$ cat config.mk
export PLATFORM = sky130hd
export DESIGN_NAME = ex_mem_latch_flat
export DESIGN_NICKNAME = d
export VERILOG_FILES = /design/src/rtl/ex_mem_latch_if.sv /design/src/rtl/ex_mem_latch.sv /design/src/flat_wrapper.sv
export SDC_FILE = /design/constraint.sdc
export NUM_CORES = 1
export LEC_CHECK = 0
export BUFFER_PORTS_ARGS = -buffer_cell sky130_fd_sc_hd__buf_2
export CORE_AREA = 2 2 98 100
export CTS_CLUSTER_DIAMETER = 60
export DETAILED_ROUTE_END_ITERATION = 6
export DIE_AREA = 0 0 100 102
export PLACE_DENSITY = 0.77
export SLEW_MARGIN = 20
export SYNTH_ARGS = -nofsm -noshare
export SYNTH_HDL_FRONTEND = slang
export SYNTH_SLANG_ARGS = --single-unit
$ cat constraint.sdc
create_clock -name clk -period 1.6 [get_ports clk]
set_clock_uncertainty 0.1 [all_clocks]
set_input_delay 0.16 -clock clk [delete_from_list [all_inputs] [get_ports clk]]
set_output_delay 0.16 -clock clk [all_outputs]
set_load 0.005 [all_outputs]
$ cat src/rtl/ex_mem_latch_if.sv
// rtl/ex_mem_latch_if.sv - EX/MEM pipeline register bus
// Groups EX-side inputs, pipeline control and registered MEM-side outputs.
interface ex_mem_latch_if #(
  parameter int DATA_W = 32,
  parameter int REG_W  = 5,
  parameter int CNT_W  = 16
);
  logic              stall;
  logic              flush;
  logic              valid_ex;
  logic [REG_W-1:0]  rd_ex;
  logic              regWrite_ex;
  logic              load_ex;
  logic              store_ex;
  logic [REG_W-1:0]  rs1_ex;
  logic [REG_W-1:0]  rs2_ex;
  logic              usesRs1_ex;
  logic              usesRs2_ex;
  logic [DATA_W-1:0] aluResult_ex;
  logic [DATA_W-1:0] storeData_ex;
  logic              valid_mem;
  logic              regWrite_mem;
  logic              load_mem;
  logic              store_mem;
  logic [REG_W-1:0]  rd_mem;
  logic [DATA_W-1:0] aluResult_mem;
  logic [DATA_W-1:0] storeData_mem;
  logic              loadUse_stall;
  logic [CNT_W-1:0]  loadUseCount;

  modport master (
    output stall, flush, valid_ex, rd_ex, regWrite_ex, load_ex, store_ex,
           rs1_ex, rs2_ex, usesRs1_ex, usesRs2_ex, aluResult_ex, storeData_ex,
    input  valid_mem, regWrite_mem, load_mem, store_mem, rd_mem,
           aluResult_mem, storeData_mem, loadUse_stall, loadUseCount
  );

  modport slave (
    input  stall, flush, valid_ex, rd_ex, regWrite_ex, load_ex, store_ex,
           rs1_ex, rs2_ex, usesRs1_ex, usesRs2_ex, aluResult_ex, storeData_ex,
    output valid_mem, regWrite_mem, load_mem, store_mem, rd_mem,
           aluResult_mem, storeData_mem, loadUse_stall, loadUseCount
  );
endinterface

$ cat src/rtl/ex_mem_latch.sv
// rtl/ex_mem_latch.sv - EX/MEM pipeline register with load-use interlock
// Flush beats stall beats interlock bubble beats normal capture.
module ex_mem_latch #(
  parameter int DATA_W = 32,
  parameter int REG_W  = 5,
  parameter int CNT_W  = 16
) (
  input  logic            clk,
  input  logic            rst_n,
  ex_mem_latch_if.slave   bus
);
  typedef enum logic {S_IDLE, S_BUBBLE} state_t;

  state_t            r_state;
  state_t            w_state_nxt;
  logic              r_valid;
  logic              r_rw;
  logic              r_load;
  logic              r_store;
  logic [REG_W-1:0]  r_rd;
  logic [DATA_W-1:0] r_alu;
  logic [DATA_W-1:0] r_sd;
  logic [CNT_W-1:0]  r_cnt;
  logic              w_hit;
  logic              w_lu_stall;

  // A load in MEM cannot forward its data, so any EX reader of its rd must wait.
  assign w_hit = r_valid & r_load & r_rw & bus.valid_ex &
                 ((bus.usesRs1_ex & (bus.rs1_ex == r_rd)) |
                  (bus.usesRs2_ex & (bus.rs2_ex == r_rd)));

  always_comb begin
    w_state_nxt = r_state;
    w_lu_stall  = 1'b0;
    case (r_state)
      S_IDLE: begin
        w_lu_stall = w_hit & ~bus.flush;
        if (w_hit & ~bus.stall & ~bus.flush) w_state_nxt = S_BUBBLE;
      end
      S_BUBBLE: begin
        if (bus.flush | ~bus.stall) w_state_nxt = S_IDLE;
      end
      default: w_state_nxt = S_IDLE;
    endcase
  end

  always_ff @(posedge clk or negedge rst_n) begin
    if (!rst_n) r_state <= S_IDLE;
    else        r_state <= w_state_nxt;
  end

  always_ff @(posedge clk or negedge rst_n) begin
    if (!rst_n) begin
      r_valid <= 1'b0;
      r_rw    <= 1'b0;
      r_load  <= 1'b0;
      r_store <= 1'b0;
      r_rd    <= '0;
      r_alu   <= '0;
      r_sd    <= '0;
      r_cnt   <= '0;
    end else if (bus.flush) begin
      r_valid <= 1'b0;
      r_rw    <= 1'b0;
      r_load  <= 1'b0;
      r_store <= 1'b0;
      r_rd    <= '0;
      r_alu   <= '0;
      r_sd    <= '0;
    end else if (!bus.stall) begin
      if (w_lu_stall) begin
        r_valid <= 1'b0;
        r_rw    <= 1'b0;
        r_load  <= 1'b0;
        r_store <= 1'b0;
        r_rd    <= '0;
        r_alu   <= '0;
        r_sd    <= '0;
        if (!(&r_cnt)) r_cnt <= r_cnt + CNT_W'(1);
      end else begin
        // Writes to r0 are dropped here so forwarding never matches on r0.
        r_valid <= bus.valid_ex;
        r_rw    <= bus.regWrite_ex & bus.valid_ex & (bus.rd_ex != '0);
        r_load  <= bus.load_ex & bus.valid_ex;
        r_store <= bus.store_ex & bus.valid_ex;
        r_rd    <= bus.rd_ex;
        r_alu   <= bus.aluResult_ex;
        r_sd    <= bus.storeData_ex;
      end
    end
  end

  assign bus.valid_mem     = r_valid;
  assign bus.regWrite_mem  = r_rw;
  assign bus.load_mem      = r_load;
  assign bus.store_mem     = r_store;
  assign bus.rd_mem        = r_rd;
  assign bus.aluResult_mem = r_alu;
  assign bus.storeData_mem = r_sd;
  assign bus.loadUse_stall = w_lu_stall;
  assign bus.loadUseCount  = r_cnt;
endmodule

$ cat src/flat_wrapper.sv
// flat-port wrapper written by rule: the top's interface ports become plain ports
module ex_mem_latch_flat 
#(
  parameter int DATA_W = 32,
  parameter int REG_W  = 5,
  parameter int CNT_W  = 16
)
  (clk, rst_n, bus_stall, bus_flush, bus_valid_ex, bus_rd_ex, bus_regWrite_ex, bus_load_ex, bus_store_ex, bus_rs1_ex, bus_rs2_ex, bus_usesRs1_ex, bus_usesRs2_ex, bus_aluResult_ex, bus_storeData_ex, bus_valid_mem, bus_regWrite_mem, bus_load_mem, bus_store_mem, bus_rd_mem, bus_aluResult_mem, bus_storeData_mem, bus_loadUse_stall, bus_loadUseCount);
  ex_mem_latch_if #(.DATA_W(DATA_W), .REG_W(REG_W), .CNT_W(CNT_W)) bus_i ();
  input  logic clk;
  input  logic rst_n;
  input wire logic [$bits(bus_i.stall)-1:0] bus_stall;
  input wire logic [$bits(bus_i.flush)-1:0] bus_flush;
  input wire logic [$bits(bus_i.valid_ex)-1:0] bus_valid_ex;
  input wire logic [$bits(bus_i.rd_ex)-1:0] bus_rd_ex;
  input wire logic [$bits(bus_i.regWrite_ex)-1:0] bus_regWrite_ex;
  input wire logic [$bits(bus_i.load_ex)-1:0] bus_load_ex;
  input wire logic [$bits(bus_i.store_ex)-1:0] bus_store_ex;
  input wire logic [$bits(bus_i.rs1_ex)-1:0] bus_rs1_ex;
  input wire logic [$bits(bus_i.rs2_ex)-1:0] bus_rs2_ex;
  input wire logic [$bits(bus_i.usesRs1_ex)-1:0] bus_usesRs1_ex;
  input wire logic [$bits(bus_i.usesRs2_ex)-1:0] bus_usesRs2_ex;
  input wire logic [$bits(bus_i.aluResult_ex)-1:0] bus_aluResult_ex;
  input wire logic [$bits(bus_i.storeData_ex)-1:0] bus_storeData_ex;
  output wire logic [$bits(bus_i.valid_mem)-1:0] bus_valid_mem;
  output wire logic [$bits(bus_i.regWrite_mem)-1:0] bus_regWrite_mem;
  output wire logic [$bits(bus_i.load_mem)-1:0] bus_load_mem;
  output wire logic [$bits(bus_i.store_mem)-1:0] bus_store_mem;
  output wire logic [$bits(bus_i.rd_mem)-1:0] bus_rd_mem;
  output wire logic [$bits(bus_i.aluResult_mem)-1:0] bus_aluResult_mem;
  output wire logic [$bits(bus_i.storeData_mem)-1:0] bus_storeData_mem;
  output wire logic [$bits(bus_i.loadUse_stall)-1:0] bus_loadUse_stall;
  output wire logic [$bits(bus_i.loadUseCount)-1:0] bus_loadUseCount;
  assign bus_i.stall = bus_stall;
  assign bus_i.flush = bus_flush;
  assign bus_i.valid_ex = bus_valid_ex;
  assign bus_i.rd_ex = bus_rd_ex;
  assign bus_i.regWrite_ex = bus_regWrite_ex;
  assign bus_i.load_ex = bus_load_ex;
  assign bus_i.store_ex = bus_store_ex;
  assign bus_i.rs1_ex = bus_rs1_ex;
  assign bus_i.rs2_ex = bus_rs2_ex;
  assign bus_i.usesRs1_ex = bus_usesRs1_ex;
  assign bus_i.usesRs2_ex = bus_usesRs2_ex;
  assign bus_i.aluResult_ex = bus_aluResult_ex;
  assign bus_i.storeData_ex = bus_storeData_ex;
  assign bus_valid_mem = bus_i.valid_mem;
  assign bus_regWrite_mem = bus_i.regWrite_mem;
  assign bus_load_mem = bus_i.load_mem;
  assign bus_store_mem = bus_i.store_mem;
  assign bus_rd_mem = bus_i.rd_mem;
  assign bus_aluResult_mem = bus_i.aluResult_mem;
  assign bus_storeData_mem = bus_i.storeData_mem;
  assign bus_loadUse_stall = bus_i.loadUse_stall;
  assign bus_loadUseCount = bus_i.loadUseCount;
  ex_mem_latch #(.DATA_W(DATA_W), .REG_W(REG_W), .CNT_W(CNT_W)) u_core (.clk(clk), .rst_n(rst_n), .bus(bus_i));
endmodule
==> flow_metrics.env <==
export IMPL_syn_avg_cell_area_um2=13.7
export IMPL_r2r_cells=7
export IMPL_layout_common_cells="buf_2, dfrtp_1, dlygate4sd3_1"
export IMPL_synth_distinct_cells=32
export IMPL_drive_gt1_share_pct=49.3
export IMPL_placed_cell_area_um2=4940
export IMPL_reg2reg_slack_ns=-0.43
export IMPL_slew_headroom_pct=74.2
export IMPL_fmax_ghz=0.492
export IMPL_globalplace_congestion=0.794
export IMPL_slew_violations=0
export IMPL_postRouteAntennaNets=0
export IMPL_drt_iter0_markers=90
export IMPL_ys_warn_count=0
export IMPL_wire_per_inst_um=17.9
export IMPL_worst_pin_slew_ns=0.387
export IMPL_crit_start="u_core.bus.rd_mem[0]$_DFFE_PN0N_"
export IMPL_hpwlAfterDp_um=6960
export IMPL_fin_ws_ns=-0.432
export IMPL_utilization_pct=69.4
export IMPL_hold_viol=0
export IMPL_clock_path_buffers=2
export IMPL_rr_endpoint="u_core.bus.loadUseCount[12]$_DFFE_PN0P_"
export IMPL_grt_total_usage_pct=23.3
export IMPL_diodes=0
export IMPL_p_per_area_nw_per_um2=770
export IMPL_crit_required_ns=1.73
export IMPL_wirelength_um=12200
export IMPL_synthTopCellsByArea="dfrtp_1, a22o_1, xnor2_1"
export IMPL_rsz0062_at_grt="yes"
export IMPL_synth_top_cell_by_area="dfrtp_1"
export IMPL_grt_pass1_vias=3734
export IMPL_area_growth_pct=74.4
export IMPL_reg2reg_from="u_core.bus.rd_mem[0]$_DFFE_PN0N_"
export IMPL_path_clk_slew_ns=0.10
export IMPL_vias=3550
export IMPL_p_leak_nw=3.35
export IMPL_cts_tree="done"
export IMPL_period_share_pct=127
export IMPL_final_cell_area_um2=6320
export IMPL_cts_made_buffers=9
export IMPL_fp_row_count=35
export IMPL_synth_top_area_share_pct=62.1
export IMPL_die_w_um=100
export IMPL_clock_sinks=90
export IMPL_num_io_pins=179
export IMPL_setup_viol=91
export IMPL_cts_htree_levels=3
export IMPL_critPathKind="flip-flop to flip-flop"
export IMPL_die_y_um=102
export IMPL_use_met2_pct=42.6
export IMPL_end_kind="flip-flop"
export IMPL_viasPerCell=5.18
export IMPL_overflow=0
export IMPL_final_nets=659
export IMPL_syn_instance_count=265
export IMPL_root_buffer="clkbuf_8"
export IMPL_syn_nets=355
export IMPL_met1_usage_pct=26.7
export IMPL_crit_end="u_core.bus.loadUseCount[12]$_DFFE_PN0P_"
export IMPL_die_area_um2=10200
export IMPL_critical_path_max_fanout=12
export IMPL_drv_cap=0
export IMPL_hp_class="input pin to flip-flop"
export IMPL_grt_busiest_layer="met2"
export IMPL_drt_pass1_iter_count=4
export IMPL_cp_start_kind="flip-flop"
export IMPL_ys_ff_latch=90
export IMPL_placeableCoreArea_um2=9110
export IMPL_drc=0
export IMPL_outcome="finished, violations left"
export IMPL_antenna_found_initial=0
export IMPL_mostFrequentLayoutCell="buf_2"
export IMPL_start_util_pct=39.8
export IMPL_grt_pass1_wl_um=18400
export IMPL_portBuffers=178
export IMPL_syn_cell_area_um2=3620
export IMPL_cp_arrival_ns=2.17
export IMPL_grtUsageMet3_pct=4.51
export IMPL_clock_latency_ns=0.35
export IMPL_fillers=630
export IMPL_grt_max_degree=46
export IMPL_violations="setup timing"
export IMPL_synth_seq_area_share_pct=62.1
export IMPL_fin_crit_ns=2.03
export IMPL_vdd_ir_drop_worst_v=0.000577
export IMPL_pre_cts_ws_ns=-0.352
-- repair_timing --
item,CTS,global route
setup buffers,11,4
endpoints found under the hold margin,137,0
gates resized for setup,20,18
endpoints found under the setup margin,91,91
cloned,7,1
pin swaps,14,11
hold buffers,72,0
-- sequential cells by signal (all words and copies together), names as in the netlist --
register                  count
u_core.bus.aluResult_mem     32
u_core.bus.storeData_mem     32
u_core.bus.loadUseCount      16
u_core.bus.rd_mem             5
u_core.bus.load_mem           1
u_core.bus.regWrite_mem       1
u_core.bus.store_mem          1
u_core.bus.valid_mem          1
u_core.r_state                1
-- logic make-up after synthesis --
family	after synthesis	synth area share, %
and+or+nand+nor	52	8.28
DFF	90	62.1
AOI/OAI and AO/OA	79	19.9
xor gates and xnor gates	23	5.56
buffers and inverters	17	2.86
muxes	3	0.932
adders and majority gates	1	0.345
-- area by class of cell --
cell class	count	area [um2]	area share [%]
sequential	90	2250	35.7
tap	111	139	2.20
timing repair buffer	309	2310	36.6
inverter	1	3.75	0.0594
clock inverter	5	60.1	0.950
clock buffer	11	151	2.40
multi-input combinational	158	1400	22.2
-- synth_stat cells --
master	instances
a211oi_2	1
a21o_1	1
a21oi_1	1
a22o_1	68
a32o_1	5
and2_1	3
and3_1	5
and3b_1	1
and4_1	3
and4b_1	1
buf_1	1
buf_2	2
buf_4	2
buf_6	4
clkbuf_1	7
dfrtp_1	90
ha_1	1
inv_1	1
mux2_2	3
nand2_1	10
nand2b_1	2
nand3_1	7
nand4_1	11
nor2_1	3
nor2b_1	3
nor3b_1	2
o22ai_2	1
o311a_1	1
o32ai_4	1
or3_1	1
xnor2_1	22
xor2_1	1
-- per-stage QoR --
step           std cells  hold WS (ns)  power (W)  TNS [ns]
2_1_floorplan        265        -0.236    0.00267     -7.77
3_3_place_gp         576       0.00720    0.00300    -13.61
3_5_place_dp         576        0.0127    0.00302    -20.24
5_1_grt              685        0.0698    0.00506    -37.92
4_1_cts              682        0.0702    0.00487    -23.10
6_report             685        0.0877    0.00487    -31.04
-- metal layers --
metal	vias up	share of wire [%]
met4	0	3.4
met3	30	5.3
li1	1619	-
met5	-	0
met1	1734	38
met2	167	53
-- report_power, final --
part	switching, W	total, W	internal (W)
clock network	0.000810	0.00163	0.000817
registers	0.0000659	0.00244	0.00237
logic	0.000323	0.000799	0.000476
-- worst min path at each step --
stage	cells past startpoint	from	end
5_1_grt	3	bus_regWrite_ex	u_core.bus.regWrite_mem$_DFFE_PN0N_
3_5_place_dp	1	rst_n	u_core.bus.loadUseCount[14]$_DFFE_PN0P_
3_3_place_gp	1	rst_n	u_core.bus.loadUseCount[15]$_DFFE_PN0P_
2_1_floorplan	0	rst_n	u_core.bus.aluResult_mem[0]$_DFFE_PN0N_
6_report	3	bus_regWrite_ex	u_core.bus.regWrite_mem$_DFFE_PN0N_
4_1_cts	3	bus_regWrite_ex	u_core.bus.regWrite_mem$_DFFE_PN0N_
-- worst max-delay path, stage by stage (launching register included) --
cell     delay, ns
dfrtp_1       0.45
xnor2_1       0.18
nand4_1       0.16
buf_4         0.18
o32ai_4       0.25
buf_12        0.17
nand4_1       0.12
mux2_2        0.30
Note: power is estimated with default switching activity, not from simulation.
